File: src/rtl/spi_master_rw.sv
// SPI master with read and write frames: {R/W, address, data}, all MSB first.
// The host issues a start request and the block answers with busy, then a
// single-cycle done pulse. Chip select is held high for a minimum gap after
// every frame.
//
// Ports:
//   i_clock    system clock; all logic runs on its rising edge
//   i_reset    synchronous, active-high reset
//   i_begin    start request, accepted whenever o_busy is low
//   i_rnw      1 = read, 0 = write; latched when the request is accepted
//   i_address  address field; latched when the request is accepted
//   i_wrData   write data; latched when the request is accepted
//   o_rdData   data from the last completed read
//   o_busy     a transaction is in progress
//   o_done     one-cycle pulse when a transaction ends
//   o_sen      chip select, active low
//   o_sck      SPI clock; idles low and the slave samples on its rising edge
//   o_sdat     MOSI
//   i_sout     MISO
module spi_master_rw #(
    parameter int unsigned ADDR_WIDTH  = 7,
    parameter int unsigned DATA_WIDTH  = 8,
    parameter int unsigned CLK_DIV     = 4,
    parameter int unsigned IDLE_CYCLES = 2
) (
    input  logic                  i_clock,
    input  logic                  i_reset,
    input  logic                  i_begin,
    input  logic                  i_rnw,
    input  logic [ADDR_WIDTH-1:0] i_address,
    input  logic [DATA_WIDTH-1:0] i_wrData,
    output logic [DATA_WIDTH-1:0] o_rdData,
    output logic                  o_busy,
    output logic                  o_done,
    output logic                  o_sen,
    output logic                  o_sck,
    output logic                  o_sdat,
    input  logic                  i_sout
);

    localparam int unsigned FRAME_BITS = 1 + ADDR_WIDTH + DATA_WIDTH;
    localparam int unsigned CNT_MAX    = (CLK_DIV > IDLE_CYCLES) ? CLK_DIV : IDLE_CYCLES;
    localparam int unsigned CNT_W      = (CNT_MAX > 1) ? $clog2(CNT_MAX) : 1;
    localparam int unsigned BIT_W      = $clog2(FRAME_BITS + 1);

    localparam logic [2:0] S_IDLE     = 3'd0;
    localparam logic [2:0] S_LEAD     = 3'd1;
    localparam logic [2:0] S_SHIFT_HI = 3'd2;
    localparam logic [2:0] S_SHIFT_LO = 3'd3;
    localparam logic [2:0] S_GAP      = 3'd4;

    logic [2:0]            state_q, state_d;
    logic [CNT_W-1:0]      cnt_q, cnt_d;
    logic [BIT_W-1:0]      bits_q, bits_d;
    logic [FRAME_BITS-1:0] shreg_q, shreg_d;
    logic [DATA_WIDTH-1:0] rx_q, rx_d;
    logic [DATA_WIDTH-1:0] rd_q, rd_d;
    logic                  rnw_q, rnw_d;
    logic                  busy_q, busy_d;
    logic                  done_q, done_d;
    logic                  sen_q, sen_d;
    logic                  sck_q, sck_d;
    logic                  sdat_q, sdat_d;

    logic [FRAME_BITS-1:0] frame;
    logic                  cnt_zero;

    // Outgoing frame; the data field is zero on reads so MOSI stays low there
    assign frame    = {i_rnw, i_address, (i_rnw ? DATA_WIDTH'(0) : i_wrData)};
    assign cnt_zero = (cnt_q == '0);

    // Next-state and next-output logic
    always_comb begin
        state_d = state_q;
        cnt_d   = cnt_q;
        bits_d  = bits_q;
        shreg_d = shreg_q;
        rx_d    = rx_q;
        rd_d    = rd_q;
        rnw_d   = rnw_q;
        busy_d  = busy_q;
        done_d  = 1'b0;
        sen_d   = sen_q;
        sck_d   = sck_q;
        sdat_d  = sdat_q;

        case (state_q)
            S_IDLE: begin
                if (i_begin) begin
                    // First bit goes straight onto MOSI; the remainder is queued MSB-aligned
                    sdat_d  = frame[FRAME_BITS-1];
                    shreg_d = frame << 1;
                    rnw_d   = i_rnw;
                    bits_d  = BIT_W'(FRAME_BITS);
                    cnt_d   = CNT_W'(CLK_DIV - 1);
                    busy_d  = 1'b1;
                    sen_d   = 1'b0;
                    sck_d   = 1'b0;
                    state_d = S_LEAD;
                end
            end

            S_LEAD: begin
                if (cnt_zero) begin
                    sck_d   = 1'b1;
                    cnt_d   = CNT_W'(CLK_DIV - 1);
                    state_d = S_SHIFT_HI;
                end else begin
                    cnt_d = cnt_q - CNT_W'(1);
                end
            end

            S_SHIFT_HI: begin
                // SCK fall: shift out the next bit and retire the current one
                if (cnt_zero) begin
                    sck_d   = 1'b0;
                    sdat_d  = shreg_q[FRAME_BITS-1];
                    shreg_d = shreg_q << 1;
                    bits_d  = bits_q - BIT_W'(1);
                    cnt_d   = CNT_W'(CLK_DIV - 1);
                    state_d = S_SHIFT_LO;
                end else begin
                    cnt_d = cnt_q - CNT_W'(1);
                end
            end

            S_SHIFT_LO: begin
                if (cnt_zero) begin
                    if (bits_q != '0) begin
                        // SCK rise; bits_q remaining means bit index bits_q-1 is on the wire
                        sck_d   = 1'b1;
                        cnt_d   = CNT_W'(CLK_DIV - 1);
                        state_d = S_SHIFT_HI;
                        if (rnw_q && (bits_q <= BIT_W'(DATA_WIDTH))) begin
                            rx_d = DATA_WIDTH'({rx_q, i_sout});
                        end
                    end else begin
                        sen_d   = 1'b1;
                        sdat_d  = 1'b0;
                        cnt_d   = CNT_W'(IDLE_CYCLES - 1);
                        state_d = S_GAP;
                    end
                end else begin
                    cnt_d = cnt_q - CNT_W'(1);
                end
            end

            S_GAP: begin
                if (cnt_zero) begin
                    busy_d  = 1'b0;
                    done_d  = 1'b1;
                    state_d = S_IDLE;
                    if (rnw_q) begin
                        rd_d = rx_q;
                    end
                end else begin
                    cnt_d = cnt_q - CNT_W'(1);
                end
            end

            default: begin
                state_d = S_IDLE;
            end
        endcase
    end

    // State and output registers
    always_ff @(posedge i_clock) begin
        if (i_reset) begin
            state_q <= S_IDLE;
            cnt_q   <= '0;
            bits_q  <= '0;
            shreg_q <= '0;
            rx_q    <= '0;
            rd_q    <= '0;
            rnw_q   <= 1'b0;
            busy_q  <= 1'b0;
            done_q  <= 1'b0;
            sen_q   <= 1'b1;
            sck_q   <= 1'b0;
            sdat_q  <= 1'b0;
        end else begin
            state_q <= state_d;
            cnt_q   <= cnt_d;
            bits_q  <= bits_d;
            shreg_q <= shreg_d;
            rx_q    <= rx_d;
            rd_q    <= rd_d;
            rnw_q   <= rnw_d;
            busy_q  <= busy_d;
            done_q  <= done_d;
            sen_q   <= sen_d;
            sck_q   <= sck_d;
            sdat_q  <= sdat_d;
        end
    end

    assign o_rdData = rd_q;
    assign o_busy   = busy_q;
    assign o_done   = done_q;
    assign o_sen    = sen_q;
    assign o_sck    = sck_q;
    assign o_sdat   = sdat_q;

endmodule

File: config.mk
export PLATFORM = sky130hd
export DESIGN_NAME = spi_master_rw
export DESIGN_NICKNAME = d
export VERILOG_FILES = /design/src/rtl/spi_master_rw.sv
export SDC_FILE = /design/constraint.sdc
export NUM_CORES = 1
export LEC_CHECK = 0
export ABC_AREA = 0
export CAP_MARGIN = 10
export CORE_MARGIN = 1
export CORE_UTILIZATION = 34
export DETAILED_ROUTE_END_ITERATION = 8
export RECOVER_POWER = 100
export SLEW_MARGIN = 15
export SYNTH_ARGS = -nofsm -noshare
export SYNTH_HDL_FRONTEND = slang
export SYNTH_SLANG_ARGS = --single-unit
File: constraint.sdc
create_clock -name i_clock -period 1.7 [get_ports i_clock]
set_input_delay 0.255 -clock i_clock [delete_from_list [all_inputs] [get_ports i_clock]]
set_output_delay 0.255 -clock i_clock [all_outputs]
set_load 0.005 [all_outputs]
* Word level (Yosys, flattened, before mapping)
Index checks and enable logic that the tools add are counted.
** Word-level totals
- Bits in registers :: 48
- Output and inout bits :: 13
- Logic and storage cells :: 87
** Cells by class
- Add/sub/neg operators :: 2
- $lt $le $gt $ge :: 1
- Equality and inequality tests :: 12
- Muxes and demuxes :: 37
- Bitwise gates (word level) :: 1
- Reduce and logical (&&, ||, !) cells :: 22
** Operators by type and width (count)
- 16-bit 2-to-1 mux :: 2
- 16-bit one-hot mux with 2 select lines :: 1
- 3-bit 2-to-1 mux :: 6
- 2-bit != test, second input constant :: 8
- 3-bit one-hot mux with 5 select lines :: 1
- 1-bit 2-to-1 mux :: 13
- 3-bit AND reduction :: 4
- 2-bit 2-to-1 mux :: 5
- 5-bit 2-to-1 mux :: 2
- 5-bit one-hot mux with 2 select lines :: 1
- 5-bit AND reduction :: 2
- 8-bit 2-to-1 mux :: 1
- 2-bit one-hot mux with 4 select lines :: 1
- 4-bit AND reduction :: 2
- 4-bit nonzero test :: 2
- 3-bit by 2-bit equality test with 1-bit output, second input constant :: 2
- 6-bit AND reduction :: 1
- 2-bit nonzero test :: 3
- 5-bit by 4-bit less-or-equal comparator with 1-bit output, second input constant :: 1
- 5-bit nonzero test :: 1
- 5-bit by 1-bit subtractor with 5-bit output, second input constant :: 1
- 1-bit one-hot mux with 2 select lines :: 2
- 1-bit one-hot mux with 4 select lines :: 1
- 2-bit OR reduction :: 2
- other kinds (10) :: 10

* Longest topological paths before layout
Gate-level depths: netlist of run 1.
- Depth after elaboration :: 4
- Gate-level depth with buffers :: 8

* Least setup slack after synthesis of run 1
OpenSTA, ideal clock, no wires.
- Path kind :: register to register
- From :: register bits_q[0]
- To :: register sdat_q, in the netlist o_sdat
- Library setup time :: 0.128 ns
- Arrival :: 1.442 ns
- Slack :: 0.131 ns
- Cell stages (with the launch flop) :: 7
- Clock period less this slack :: 1.569 ns
- Path through :: dfxtp_1 -> inv_1 -> ha_1 -> nor4b_1 -> a32oi_1 -> mux2i_1 -> nor2_1
** Between the ends
- Word-level cells in the longest chain between the ends :: 3
** RTL lines
- start, declared :: RTL line 54 : logic [BIT_W-1:0] bits_q, bits_d;
- start signal, assigned :: RTL line 185 : bits_q <= bits_d;
- 5-bit nonzero test :: RTL line 129 : if (bits_q != '0) begin
- 2-bit != test (no source line)
- 5-bit AND reduction (no source line)
- end signal, assigned :: RTL line 194 : sdat_q <= sdat_d;
- end, declared :: RTL line 63 : logic sdat_q, sdat_d;
No other way between the ends.
A chain may end at the register's enable or synchronous reset.

* Worst setup path after layout of run 1
- From :: register state_q[1]
- To :: register shreg_q[1]
** Between the ends
- Word-level cells in the longest chain between the ends :: 3
** RTL lines
- start, declared :: RTL line 52 : logic [2:0] state_q, state_d;
- start signal, assigned :: RTL line 183 : state_q <= state_d;
- 3-bit by 2-bit equality test with 1-bit output / 3-bit logical NOT (equally long branches) :: RTL line 87 : case (state_q)
- 2-bit != test (no source line) / 2-bit nonzero test (equally long branches)
- 3-bit AND reduction (no source line)
- end signal, assigned :: RTL line 186 : shreg_q <= shreg_d;
- end, declared :: RTL line 55 : logic [FRAME_BITS-1:0] shreg_q, shreg_d;
Parallel ways exist; a longest one is shown, timed or not.

==> impl_metrics.yaml, run 1 <==
outcome:
  outcome: "complete, no violations"
yosys:
  yosysWarnings: 0
  synth_compound_area_share_pct: 12.40
  ys_ff_latch: 47
  yosysSeqAreaShare_pct: 44.42
  yosysUniqueCellTypes: 45
  async_reset_ff_share_pct: 0
  synthAdderAreaFrac_pct: 1.772
  synth_edf_count: 0
  synthFlopType: "dfxtp_1"
  synthesis.area_sq_um: 2118
  synth_xor_area_share_pct: 2.067
  synth_cells: 234
  synth_fp_nets: 257
  synth.area.mux_share_pct: 9.273
  synth_common_cells: "dfxtp_1, nand2_1, nor2_1"
  yosysTopAreaCell: "dfxtp_1"
  synthSimpleGateAreaFrac_pct: 24.57
  synth.top_cell.area_share_pct: 44.42
  syn_area_per_cell_sq_um: 9.052
  synth_top_family_by_area: "simple AND/OR/NAND/NOR gates"
  synth_most_common_cell: "dfxtp_1"
  yosys-top-cells-area: "dfxtp_1, mux2i_1, nand2_1"
worst_setup_path:
  cp_max_fo: 9
  cp.arrival_ns: 1.83
  crit-reg2reg-launch: "state_q[1]"
  r2r_end: "shreg_q[1]"
  reg2reg_slack_ns: 0.1
  worstRegToRegCells: 5
  critical_path_class: "flop to flop"
  cp-endpoint: "shreg_q[1]"
  critical_path.startpoint: "state_q[1]"
  cp-start-kind: "flop"
  end_kind: "flop"
  required_ns: 1.93
floorplan:
  die_h_microns: 80.93
  io_pins: 33
  initial_core_util_pct: 35.57
  core_area_sq_um: 5956
  fp-row-count: 28
  die_w_microns: 80.93
  die-area_sq_um: 6550
finish:
  fin_cells: 349
  n_fill_cell: 625
  drive_gt1_share_pct: 12.77
  multi_input_area_sq_um: 1087
  nets: 296
  area_growth_pct: 26.58
  postLayoutCellArea_sq_um: 2681
  ff_latch_area_sq_um: 942.2
  diodes: 0
sta:
  relSlewSlack_pct: 69.86
  fmax_ghz: 0.6243
  slew_viol_final: 0
  finalSetupViolations: 0
  min_period_ns: 1.602
  tns_ns: 0
  hold_violations: 0
  worst_hold_slack_ns: 0.4486
  skew_ns: 0.01012
  finalCritPeriodShare_pct: 94.23
  tightest_slew_ns: 0.4504
global_routing:
  overflow: 0
  globalRouteTotalUtil_pct: 14.15
  grt_pass1_vias: 1604
  grt_pass1_wl_microns: 7182
  antenna_found_initial: 0
  grt_max_degree: 27
worst_hold_path:
  hold_class: "flop to flop"
  hold_depth: 2
pwr:
  p_per_area_nw_per_um2: 951.0
  ir_drop_mv: 0.3537
  power.leakage_uw: 0.0009565
place:
  placed_cell_area_sq_um: 2572
  routabilityCongestion: 0.7816
  post-place-cells: 341
  portBuffers: 32
  dp_hpwl_microns: 2979
cts:
  cts-buffers-inserted: 5
  cts_tree: "built"
  cts_sinks: 47
  clockBufferDepth: 2
  path_clk_slew_ns: 0.09
  root_buffer: "clkbuf_8"
  postCtsSetupRepairBufs: 0
  insertion_delay_ns: 0.30
  h-tree-depth: 2
job:
  maxCapViolCount: 0
route:
  drc: 0
  ant_nets: 0
  drt_iter0_markers: 71
  wl_per_cell_microns: 11.97
  via_count: 1721
  firstDrtPassIters: 4
  drt_wl_total_microns: 4177
  avgViaCountPerCell: 4.931
cell type report:
type	count	share of cell area [%]
clock inverters	1	0.1867
multi-input cells	167	40.55
well taps	75	3.500
repair buffers	47	17.08
flip-flops and latches	47	35.14
clock buffers	7	2.846
inverters	5	0.7000
stage by stage:
stage | power (uW) | setup WS (ns) | util, %
floorplan | 1699 | 0.1309 | -
global placement | 1903 | 0.01802 | 43.19
detailed placement | 1905 | 0.002255 | 43.19
CTS | 2560 | 0.03912 | 44.56
global route | 2697 | -0.0003462 | 45.02
finish | 2550 | 0.09812 | 45.02
worst min-delay path by stage:
stage	from	to	slack [ns]
CTS	rx_q[7]	o_rdData[7]	0.46
floorplan	i_rnw	rnw_q	0.40
detailed placement	rx_q[7]	o_rdData[7]	0.45
finish	o_sen	o_sen	0.45
global route	o_sen	o_sen	0.47
global placement	o_sen	o_sen	0.44
layout by cell type, fill, tap and decap left out, types with 2 or more instances in the layout:
cell type and instances:
xnor2_1 2, ha_1 2, a211oi_1 7, buf_4 11, nand3_1 6, nand2_2 2
nor3_1 13, a221oi_1 7, buf_12 2, nor2b_1 2, clkbuf_1 3, nand2_1 24
nand2b_1 11, a21oi_1 18, mux2i_1 17, inv_1 4, clkdlybuf4s50_1 32, xor2_1 3
dfxtp_1 46, nand3b_1 2, clkbuf_8 5, nor2_1 25
cell families (layout without fill, tap and decap cells):
group,Yosys count,after routing
AND/OR/NAND/NOR,100,100
flip-flops,47,47
AO/OA/AOI/OAI,40,40
buffers and inverters,20,60
multiplexers,19,19
XOR/XNOR,5,5
adder cells (fa/ha/maj),3,3
sequential cells by signal (all words and copies together) (netlist names), 2 cells and up:
name and count:
bits_q 5, cnt_q 2, o_rdData 8, rx_q 8, shreg_q 15, state_q 3
layer usage:
layer  share of wire, %  global-route usage [%]  up-vias
li1                   -                       -      896
met1                 51                   18.37      791
met2                 44                   22.61       26
met3                3.2                   3.034        8
met4                1.7                   5.893        0
met5                  0                       0        -
what timing repair did:
item,4_1_cts,5_1_grt
hold buffers,0,0
resized for setup,0,9
endpoints found under the setup margin,0,18
worst max-delay path, stage by stage, from the launching register on:
cell and delay, ns:
dfxtp_2 0.38, buf_4 0.17, nor2_4 0.19, nand3_1 0.17, or3b_2 0.48, a21oi_1 0.14
report_power, final:
part / leakage [uW] / switching (uW) / internal (uW)
Combinational: 0.000529 / 308 / 318
Sequential: 0.000385 / 73.5 / 1200
Clock: 0.0000422 / 365 / 289
Note: power is estimated with default switching activity, not from simulation.
==> inputs of run 2 (changes only) <==
--- a/config.mk
+++ b/config.mk
@@ -7,7 +7,7 @@
 export LEC_CHECK = 0
 export ABC_AREA = 0
 export CAP_MARGIN = 10
-export CORE_MARGIN = 1
+export CORE_MARGIN = 2
 export CORE_UTILIZATION = 34
 export DETAILED_ROUTE_END_ITERATION = 8
 export RECOVER_POWER = 100
==> impl_metrics.yaml, run 2 (synthesis gave the netlist of run 1 again) <==
outcome:
  outcome: "complete, no violations"
finish:
  drive_gt1_share_pct: 13.77
  utilization_pct: 45.57
  area_growth_pct: 28.12
  largest_reg_flops: 15
  nets: 298
  n_fill_cell: 599
  largest_register: "shreg_q"
  layout_common_cells: "dfxtp_1, clkdlybuf4s50_1, nand2_1, nor2_1, a21oi_1"
  diodes: 0
  fin_cells: 351
  final_common_cell: "dfxtp_1"
route:
  drt_wl_total_microns: 4411
  drt_iter0_markers: 81
  drc: 0
  via_count: 1703
  routed.top_layer: "met4"
  firstDrtPassIters: 4
  ant_nets: 0
  avgViaCountPerCell: 4.852
  wl_met1_microns: 2233
  wl_met3_microns: 186
  wl_per_cell_microns: 12.57
  met2_length_microns: 1963
worst_setup_path:
  cp_max_fo: 8
  cp_cell_sequence: "and2_4, nand2_2, nor4b_4, buf_6, mux2i_1"
  crit-reg2reg-launch: "state_q[0]"
  r2r_end: "rx_q[3]"
  crit_slowest_cell: "dfxtp_1"
  cp.arrival_ns: 1.82
  max_stage_delay_ns: 0.53
  cp-start-kind: "flop"
  end_kind: "flop"
  reg2reg_slack_ns: 0.11
  required_ns: 1.93
  cp-endpoint: "rx_q[3]"
  worstRegToRegCells: 5
  critical_path.startpoint: "state_q[0]"
  critical_path_class: "flop to flop"
place:
  portBuffers: 32
  dp_hpwl_microns: 3148
  routabilityCongestion: 0.7959
  post-place-cells: 343
pwr:
  power.leakage_uw: 0.0009794
  ir_drop_mv: 0.4286
  power_uw: 2643
  p_per_area_nw_per_um2: 973.7
worst_hold_path:
  hold_class: "flop to flop"
  worstHoldStart: "o_sen"
floorplan:
  core_area_sq_um: 5956
  fp-row-count: 28
  io_pins: 33
  initial_core_util_pct: 35.57
  die_h_microns: 82.93
  die_w_microns: 82.93
  die-area_sq_um: 6877
sta:
  fmax_ghz: 0.6286
  min_period_ns: 1.591
  rsz0062_at_grt: "false"
  relSlewSlack_pct: 75.15
  tightest_slew_ns: 0.3698
  finalCritPeriodShare_pct: 93.58
  tns_ns: 0
  finalSetupViolations: 0
  hold_violations: 0
  skew_ns: 0.009514
  slew_viol_final: 0
global_routing:
  globalRouteTotalUtil_pct: 12.95
  grt_max_degree: 25
  grt_pass1_vias: 1595
  grt_pass1_wl_microns: 7431
  overflow: 0
  antenna_found_initial: 0
cts:
  cts_tree: "built"
  insertion_delay_ns: 0.30
  clockBufferDepth: 2
  cts-hold-fix-buffers: 0
  cts_sinks: 47
  root_buffer: "clkbuf_8"
  path_clk_slew_ns: 0.09
  h-tree-depth: 2
  cts-buffers-inserted: 5
  postCtsSetupRepairBufs: 0
job:
  maxCapViolCount: 0
run 2: what timing repair did:
action	4_1_cts	5_1_grt
hold endpoints to repair	0	0
pin swaps	0	1
resized for setup	1	8
endpoints found under the setup margin	3	19
run 2: layout make-up:
class                   instances  area (sq um)  share of cell area, %
clock buffers                   8         100.1                  3.688
inverters                       5         18.77                 0.6916
multi-input cells             167          1095                  40.34
flip-flops and latches         47         942.2                  34.72
well taps                      75         93.84                  3.458
repair buffers                 49         464.2                  17.10
run 2: worst min-delay path by stage:
stage	depth (start not counted)	to
2_1_floorplan	2	rnw_q
3_3_place_gp	2	o_sen
3_5_place_dp	2	o_sen
4_1_cts	2	o_sen
5_1_grt	2	o_rdData[4]
6_report	2	o_sen
run 2: per-stage QoR:
stage / area (sq um) / hold WS [ns] / setup slack [ns]
2_1_floorplan: 2118 / 0.3989 / 0.1309
3_3_place_gp: 2575 / 0.4289 / 0.03748
3_5_place_dp: 2575 / 0.4387 / 0.002065
4_1_cts: 2676 / 0.4510 / 0.01041
5_1_grt: 2714 / 0.4750 / 0.01331
6_report: 2714 / 0.4461 / 0.1092
run 2: layer usage:
layer / vias up / GRT usage (%)
li1: 905 / -
met5: - / 0
met3: 2 / 3.380
met2: 36 / 20.09
met1: 760 / 17.60
met4: 0 / 4.024
run 2: worst max-delay path: cells and delay by family, from the launching register on:
kind / cells / cell delay, ns
buf+inv: 1 / 0.19
flops: 1 / 0.53
mux: 1 / 0.19
simple gates: 3 / 0.60
run 2: where the power goes:
part	internal (uW)	switching, uW
Clock	371	358
Combinational	326	312
Sequential	1200	78.8
==> inputs of run 3 (changes only) <==
--- a/config.mk
+++ b/config.mk
@@ -6,7 +6,8 @@
 export NUM_CORES = 1
 export LEC_CHECK = 0
 export ABC_AREA = 0
-export CAP_MARGIN = 10
+export CAP_MARGIN = 20
+export CORE_ASPECT_RATIO = 1.75
 export CORE_MARGIN = 2
 export CORE_UTILIZATION = 34
 export DETAILED_ROUTE_END_ITERATION = 8
==> impl_metrics.yaml, run 3 (synthesis gave the netlist of run 1 again) <==
outcome:
  outcome: "complete, no violations"
place:
  routabilityCongestion: 0.7992
  post-place-cells: 354
  portBuffers: 32
  dp_hpwl_microns: 3423
global_routing:
  overflow: 0
  grt_max_degree: 24
  grt_pass1_wl_microns: 7652
  globalRouteTotalUtil_pct: 14.23
  grt_pass1_vias: 1705
  antenna_found_initial: 0
floorplan:
  die_w_microns: 63.67
  die_h_microns: 108.4
  io_pins: 33
  initial_core_util_pct: 34.54
  core_area_sq_um: 6133
  die-area_sq_um: 6902
  fp-row-count: 38
pwr:
  switching_power_uw: 793.0
  swShare_pct: 27.09
  power.leakage_uw: 0.001017
  pwr-share-comb_pct: 22.8
  pwr-share-clk_pct: 33.8
  ir_drop_mv: 0.5542
  pwr-share-seq_pct: 43.3
  p_int_uw: 2134
  power_uw: 2927
  p_per_area_nw_per_um2: 1047
sta:
  min_period_ns: 1.607
  skew_ns: 0.01062
  finalCritPeriodShare_pct: 94.53
  hold_violations: 0
  rsz0062_at_grt: "true"
  finalSetupViolations: 0
  tightest_slew_ns: 0.3647
  fmax_ghz: 0.6223
  relSlewSlack_pct: 75.61
  slew_viol_final: 0
cts:
  insertion_delay_ns: 0.31
  cts_tree: "built"
  clockBufferDepth: 2
  cts-buffers-inserted: 5
  root_buffer: "clkbuf_8"
  h-tree-depth: 2
  cts_sinks: 47
  path_clk_slew_ns: 0.09
  cts-hold-fix-buffers: 0
worst_setup_path:
  cp-start-kind: "flop"
  end_kind: "flop"
  cp.arrival_ns: 1.86
  cp_cell_sequence: "inv_1, ha_1, nor4b_1, buf_4, a31oi_1, o311ai_0, a21oi_1"
  critPathTopFamily: "compound AO/OA/AOI/OAI gates"
  crit_buf_inv: 2
  crit_slowest_cell: "dfxtp_1"
  max_stage_delay_ns: 0.36
  critical_path_class: "flop to flop"
  required_ns: 1.95
  cp_max_fo: 5
finish:
  diodes: 0
  area_growth_pct: 31.96
  final_common_cell: "dfxtp_1"
  fin_cells: 362
  drive_gt1_share_pct: 15.60
  n_fill_cell: 585
  largest_reg_flops: 15
  nets: 304
  largest_register: "shreg_q"
  layout_common_cells: "dfxtp_1, clkdlybuf4s50_1, nand2_1, nor2_1, buf_4"
route:
  firstDrtPassIters: 4
  via_count: 1811
  drc: 0
  wl_per_cell_microns: 12.52
  drt_wl_total_microns: 4534
  avgViaCountPerCell: 5.003
  ant_nets: 0
  drt_iter0_markers: 49
worst_hold_path:
  hold_class: "flop to flop"
job:
  maxCapViolCount: 0
[run 3: path summary, 6_finish.rpt]
check / depth (start not counted) / startpoint / endpoint / slack, ns
setup / recovery: 7 / bits_q[0] / cnt_q[1] / 0.09
hold / removal: 2 / o_sen / o_sen / 0.44
setup reg to reg: 7 / bits_q[0] / cnt_q[1] / 0.09
hold reg to reg: 2 / o_sen / o_sen / 0.44
[run 3: per-stage QoR]
step                cell area [sq um]  setup TNS (ns)  worst slack, ns  hold WS [ns]  util (%)
finish                           2795               0          0.09307        0.4443     45.57
global route                     2795       -0.005097        -0.003143        0.4698     45.57
CTS                              2775               0          0.02473        0.4504     45.25
detailed placement               2639        -0.06966         -0.05142        0.4355     43.02
global placement                 2639        -0.04596         -0.04473        0.4299     43.02
floorplan                        2118               0           0.1309        0.3989         -
[run 3: layout make-up]
| cell class | count | area, sq um | share of cell area (%) |
|---|---|---|---|
| multi-input combinational | 167 | 1080 | 38.63 |
| sequential | 47 | 942.2 | 33.71 |
| timing repair buffer | 55 | 518.0 | 18.53 |
| tap | 80 | 100.1 | 3.581 |
| clock buffer | 5 | 68.82 | 2.462 |
| clock inverter | 3 | 67.56 | 2.417 |
| inverter | 5 | 18.77 | 0.6714 |
[run 3: worst register-to-register path, cell delays in order (launching register included)]
cell	delay, ns
dfxtp_1	0.36
inv_1	0.08
ha_1	0.21
nor4b_1	0.14
buf_4	0.16
a31oi_1	0.28
o311ai_0	0.19
a21oi_1	0.14
[run 3: layer usage]
metal	vias to the layer above	global-route usage [%]	routed length, microns
li1	912	-	-
met1	850	14.68	1860
met5	-	0	0
met4	0	6.988	99
met2	42	27.07	2440
met3	7	2.497	134
[run 3: power groups by stage]
| stage | sequential [uW] | combinational, uW | clock (uW) |
|---|---|---|---|
| 2_1_floorplan | 1270 | 427 | 0 |
| 4_1_cts | 1270 | 662 | 1010 |
| 3_5_place_dp | 1290 | 657 | 0 |
| 6_report | 1270 | 669 | 990 |
| 3_3_place_gp | 1290 | 650 | 0 |
| 5_1_grt | 1280 | 744 | 1050 |
[run 3: timing repair]
item	in CTS	in global routing
setup buffers	0	0
resized for setup	0	6
endpoints found under the setup margin	0	14
==> patch 1, RTL diff (flow settings as in run 1) <==
`rx_q` no longer has a reset.
--- a/src/rtl/spi_master_rw.sv
+++ b/src/rtl/spi_master_rw.sv
@@ -173,3 +173,2 @@
             shreg_q <= '0;
-            rx_q    <= '0;
             rd_q    <= '0;
@@ -186,3 +185,2 @@
             shreg_q <= shreg_d;
-            rx_q    <= rx_d;
             rd_q    <= rd_d;
@@ -197,2 +195,6 @@
 
+    always_ff @(posedge i_clock) begin
+        rx_q <= rx_d;
+    end
+
     assign o_rdData = rd_q;
Check against the original RTL: no difference found for any inputs over 10 cycles, from zero or initial values and one cycle with i_reset high; that may be too few to reach the edited logic, so the function may still have changed.
==> patch 1 against run 1 <==
  * The flow now finishes with violations (design-rule violations)
  * Sequential cell count did not move
  * Cell count fell by 2.6%
  * Utilization rose by 1.1 points
  * Synthesized area fell by 2.5%
  * Routed wire length fell by 2.4%
  * Combinational power fell by 2%
  * Worst setup slack barely moved
  * Clock power fell by 0.9%
  * Power barely moved
  * Design area rose by 1.2%
  * Synthesized cell count fell by 7.7%
==> patch 1: results (changes against run 1) <==
[outcome]
outcome=finished, violations left  ; was finished clean
failed_checks=design-rule violations

[synth]
synth.cells.most_frequent=39 x sky130_fd_sc_hd__dfxtp_1, 35 x sky130_fd_sc_hd__nor2_1, 20 x sky130_fd_sc_hd__nand2_1  ; was 47 x sky130_fd_sc_hd__dfxtp_1, 25 x sky130_fd_sc_hd__nand2_1, 25 x sky130_fd_sc_hd__nor2_1
yosys-top-cells-area=sky130_fd_sc_hd__dfxtp_1 38%, sky130_fd_sc_hd__edfxtp_1 12%, sky130_fd_sc_hd__mux2i_1 8.2%, sky130_fd_sc_hd__nor2_1 6.4%, sky130_fd_sc_hd__or3b_1 3.8%  ; was sky130_fd_sc_hd__dfxtp_1 44%, sky130_fd_sc_hd__mux2i_1 8.0%, sky130_fd_sc_hd__nand2_1 4.4%, sky130_fd_sc_hd__nor2_1 4.4%, sky130_fd_sc_hd__a21oi_1 4.3%
synth_enable_flop_cells=8  ; was 0
sequential_to_total_area_share_from_yosys_stat=0.4945  ; was 0.4442
synth.net_count=239  ; was 257
syn-instance-count=216  ; was 234
synthMuxAreaShare=0.09879  ; was 0.09273

[cells_and_area]
count_of_flip_flops_and_latches=47  ; unchanged
finalNetCount=287  ; was 296
layout.area.seq_mm2=0.001021  ; was 942.2 um^2
clkbuf_count=6  ; was 7
layout-area-overhead-vs-synth_pct=31.39  ; was 26.58%
layoutNonFillerInstCount=340  ; was 349

[critical_path]
reg2regPathDepth=6  ; was 5
worst_path_largest_cell_delay_ns=0.34  ; was 0.48 ns
critical_path.top_delay_family=compound AO/OA/AOI/OAI gates  ; was simple AND/OR/NAND/NOR gates
critical_path.max_fanout=6  ; was 9

[routing]
remaining_drcs=2  ; was 0
drtPass1Iterations=6  ; was 4

[grt]
pin_count_of_the_biggest_net_entering_global_routing=22  ; was 27
grt_first_pass_wirelength_um=7003  ; was 7182 um

[placement]
dpl-instance-area_mm2=0.002613  ; was 0.002572 mm^2
place_congestion=0.7982  ; was 0.7816
dp.cells=332  ; was 341
dp_worst_setup_slack_ns=0.01330  ; was 0.002255 ns

[pwr]
total_leakage_power_nw=1.014  ; was 0.9565 nW

-- patch 1: changes by cell type after synthesis, sizes merged, moves of 6 or more --
cell,change
a311oi,+7
a221oi,-6
or3b,+8
dfxtp,-8
nand2,-6
nor2,+10
nor3,-11
edfxtp,+8
nand2b,-9
a21oi,-7
-- patch 1: worst paths after layout --
check                               from  slack (ns)     end
worst min-delay path               o_sen        0.44   o_sen
worst max-delay path            cnt_q[0]         0.1  o_sdat
worst max register to register  cnt_q[0]         0.1  o_sdat
worst min register to register     o_sen        0.44   o_sen
-- patch 1: routing by layer --
metal,global-route usage,up-vias,routed length [um]
met3,0.04114,5,110
li1,-,869,-
met2,0.2128,22,1837
met1,0.1912,755,2067
met5,0,-,0
met4,0.05357,0,61
-- patch 1: power breakdown --
part	total (W)	internal, W	switching [W]
Clock	0.000648	0.000288	0.000360
Sequential	0.00129	0.00122	0.0000663
Combinational	0.000614	0.000321	0.000292
-- patch 1: what timing repair did --
item	CTS	global route
gates resized for setup	0	5
setup endpoints to repair	0	34
hold buffers	0	0
==> patch 2, RTL diff (flow settings as in run 1) <==
Without the edit above. The parameter `CLK_DIV` goes from 4 to 8.
--- a/src/rtl/spi_master_rw.sv
+++ b/src/rtl/spi_master_rw.sv
@@ -22,3 +22,3 @@
     parameter int unsigned DATA_WIDTH  = 8,
-    parameter int unsigned CLK_DIV     = 4,
+    parameter int unsigned CLK_DIV     = 8,
     parameter int unsigned IDLE_CYCLES = 2
Check against the original RTL: not equivalent (a bounded check fails within 10 cycles, from zero or initial values and one cycle with i_reset high).
==> patch 2 against run 1 <==
  * Worst hold slack got worse by 0.086 ns
  * Design area increased by 16%
  * Die area increased by 12%
  * Power increased by 10%
  * First-iteration DRC count increased by 82%
  * Largest power group unchanged
  * Routed wire length increased by 23%
  * Worst setup slack got worse by 0.032 ns
  * Synthesized area increased by 12%
  * Sequential cell count increased by 1
  * Critical endpoint is now o_sck
==> patch 2: results (changes against run 1) <==
[synth]
synth_xor_xnor_area_share=0.01478  ; was 0.02067
synthesis.area_mm2=0.002371  ; was 0.002118 mm^2
synth_cell_type_count=52  ; was 45
sequential_to_total_area_share_from_yosys_stat=0.4053  ; was 0.4442
synth.net_count=278  ; was 257
synth.ff_latch_count=48  ; was 47
synth_adder_area_share=0.02111  ; was 0.01772

[cells_and_area]
multi_input_gate_area_in_the_final_layout_mm2=0.001304  ; was 0.001087 mm^2
filler_cell_count=658  ; was 625
drive_above_1_share=0.2328  ; was 0.1277
clock_area_frac=0.02987  ; was 0.03033
clkbuf_count=6  ; was 7
finalNetCount=328  ; was 296
inverter_count_of_the_layout_excluding_clock_inverters=8  ; was 5
comb.multi_input.count=179  ; was 167
nonClkBufAreaFrac=0.1970  ; was 0.1708
layout.area.seq_um2=962.2  ; was 942.2 um^2
layoutNonFillerInstCount=385  ; was 349
num-nonclk-buffers=62  ; was 47

[grt]
pin_count_of_the_biggest_net_entering_global_routing=31  ; was 27
via_count_of_the_first_global_routing_pass=1880  ; was 1604
global_route.usage.met1=0.2145  ; was 0.1837

[critical_path]
worstPathArrival_ns=1.80  ; was 1.83 ns
timing.critical_path.slowest_stage_cell=sky130_fd_sc_hd__dfxtp_1  ; was sky130_fd_sc_hd__or3b_2
critical_path.max_fanout=6  ; was 9

[routing]
met1_length_um=2546  ; was 2126 um
post_drt_via_cell_ratio=5.190  ; was 4.931
detailroute.wirelength.met3_um=128  ; was 132 um
detail_route.wl_per_cell_um=13.31  ; was 11.97 um
initial_drc_count=129  ; was 71

[timing]
worst-slew-pin-transition_ns=0.4826  ; was 0.4504 ns

[placement]
post-dp-hpwl_um=3503  ; was 2979 um
dp_worst_setup_slack_ns=-0.1081  ; was 0.002255 ns
place_congestion=0.7944  ; was 0.7816
dpl-instance-area_mm2=0.002899  ; was 0.002572 mm^2

[outcome]
outcome=finished clean  ; unchanged

[hold_path]
hold_path.class=input pin to register  ; was register to register

[pwr]
comb_power_w=0.000803  ; was 0.000626 W
power_density_mw_per_mm2=908.3  ; was 951.0 mW/mm^2
switching_share=0.3040  ; was 0.2929
p_sw_w=0.0008558  ; was 0.0007468 W

==> patch 2: changes by cell type after synthesis, moves of 4 or more <==
cell | run 1 | this run
sky130_fd_sc_hd__a211oi_2 | 0 | 7
sky130_fd_sc_hd__a221oi_1 | 7 | 2
sky130_fd_sc_hd__buf_2 | 0 | 5
sky130_fd_sc_hd__nand2_1 | 25 | 7
sky130_fd_sc_hd__nand2b_1 | 11 | 1
sky130_fd_sc_hd__nand3_1 | 6 | 14
sky130_fd_sc_hd__nor2_2 | 0 | 5
sky130_fd_sc_hd__nor3_1 | 13 | 9
sky130_fd_sc_hd__nor3b_1 | 1 | 8
sky130_fd_sc_hd__o21ai_0 | 1 | 11
==> patch 2: worst paths after layout <==
check | end | start | slack, ns
worst max-delay path | o_sck | cnt_q[0] | 0.07
worst min-delay path | shreg_q[1] | i_reset | 0.36
worst max register to register | o_sck | cnt_q[0] | 0.07
worst min register to register | o_sdat | o_sdat | 0.46
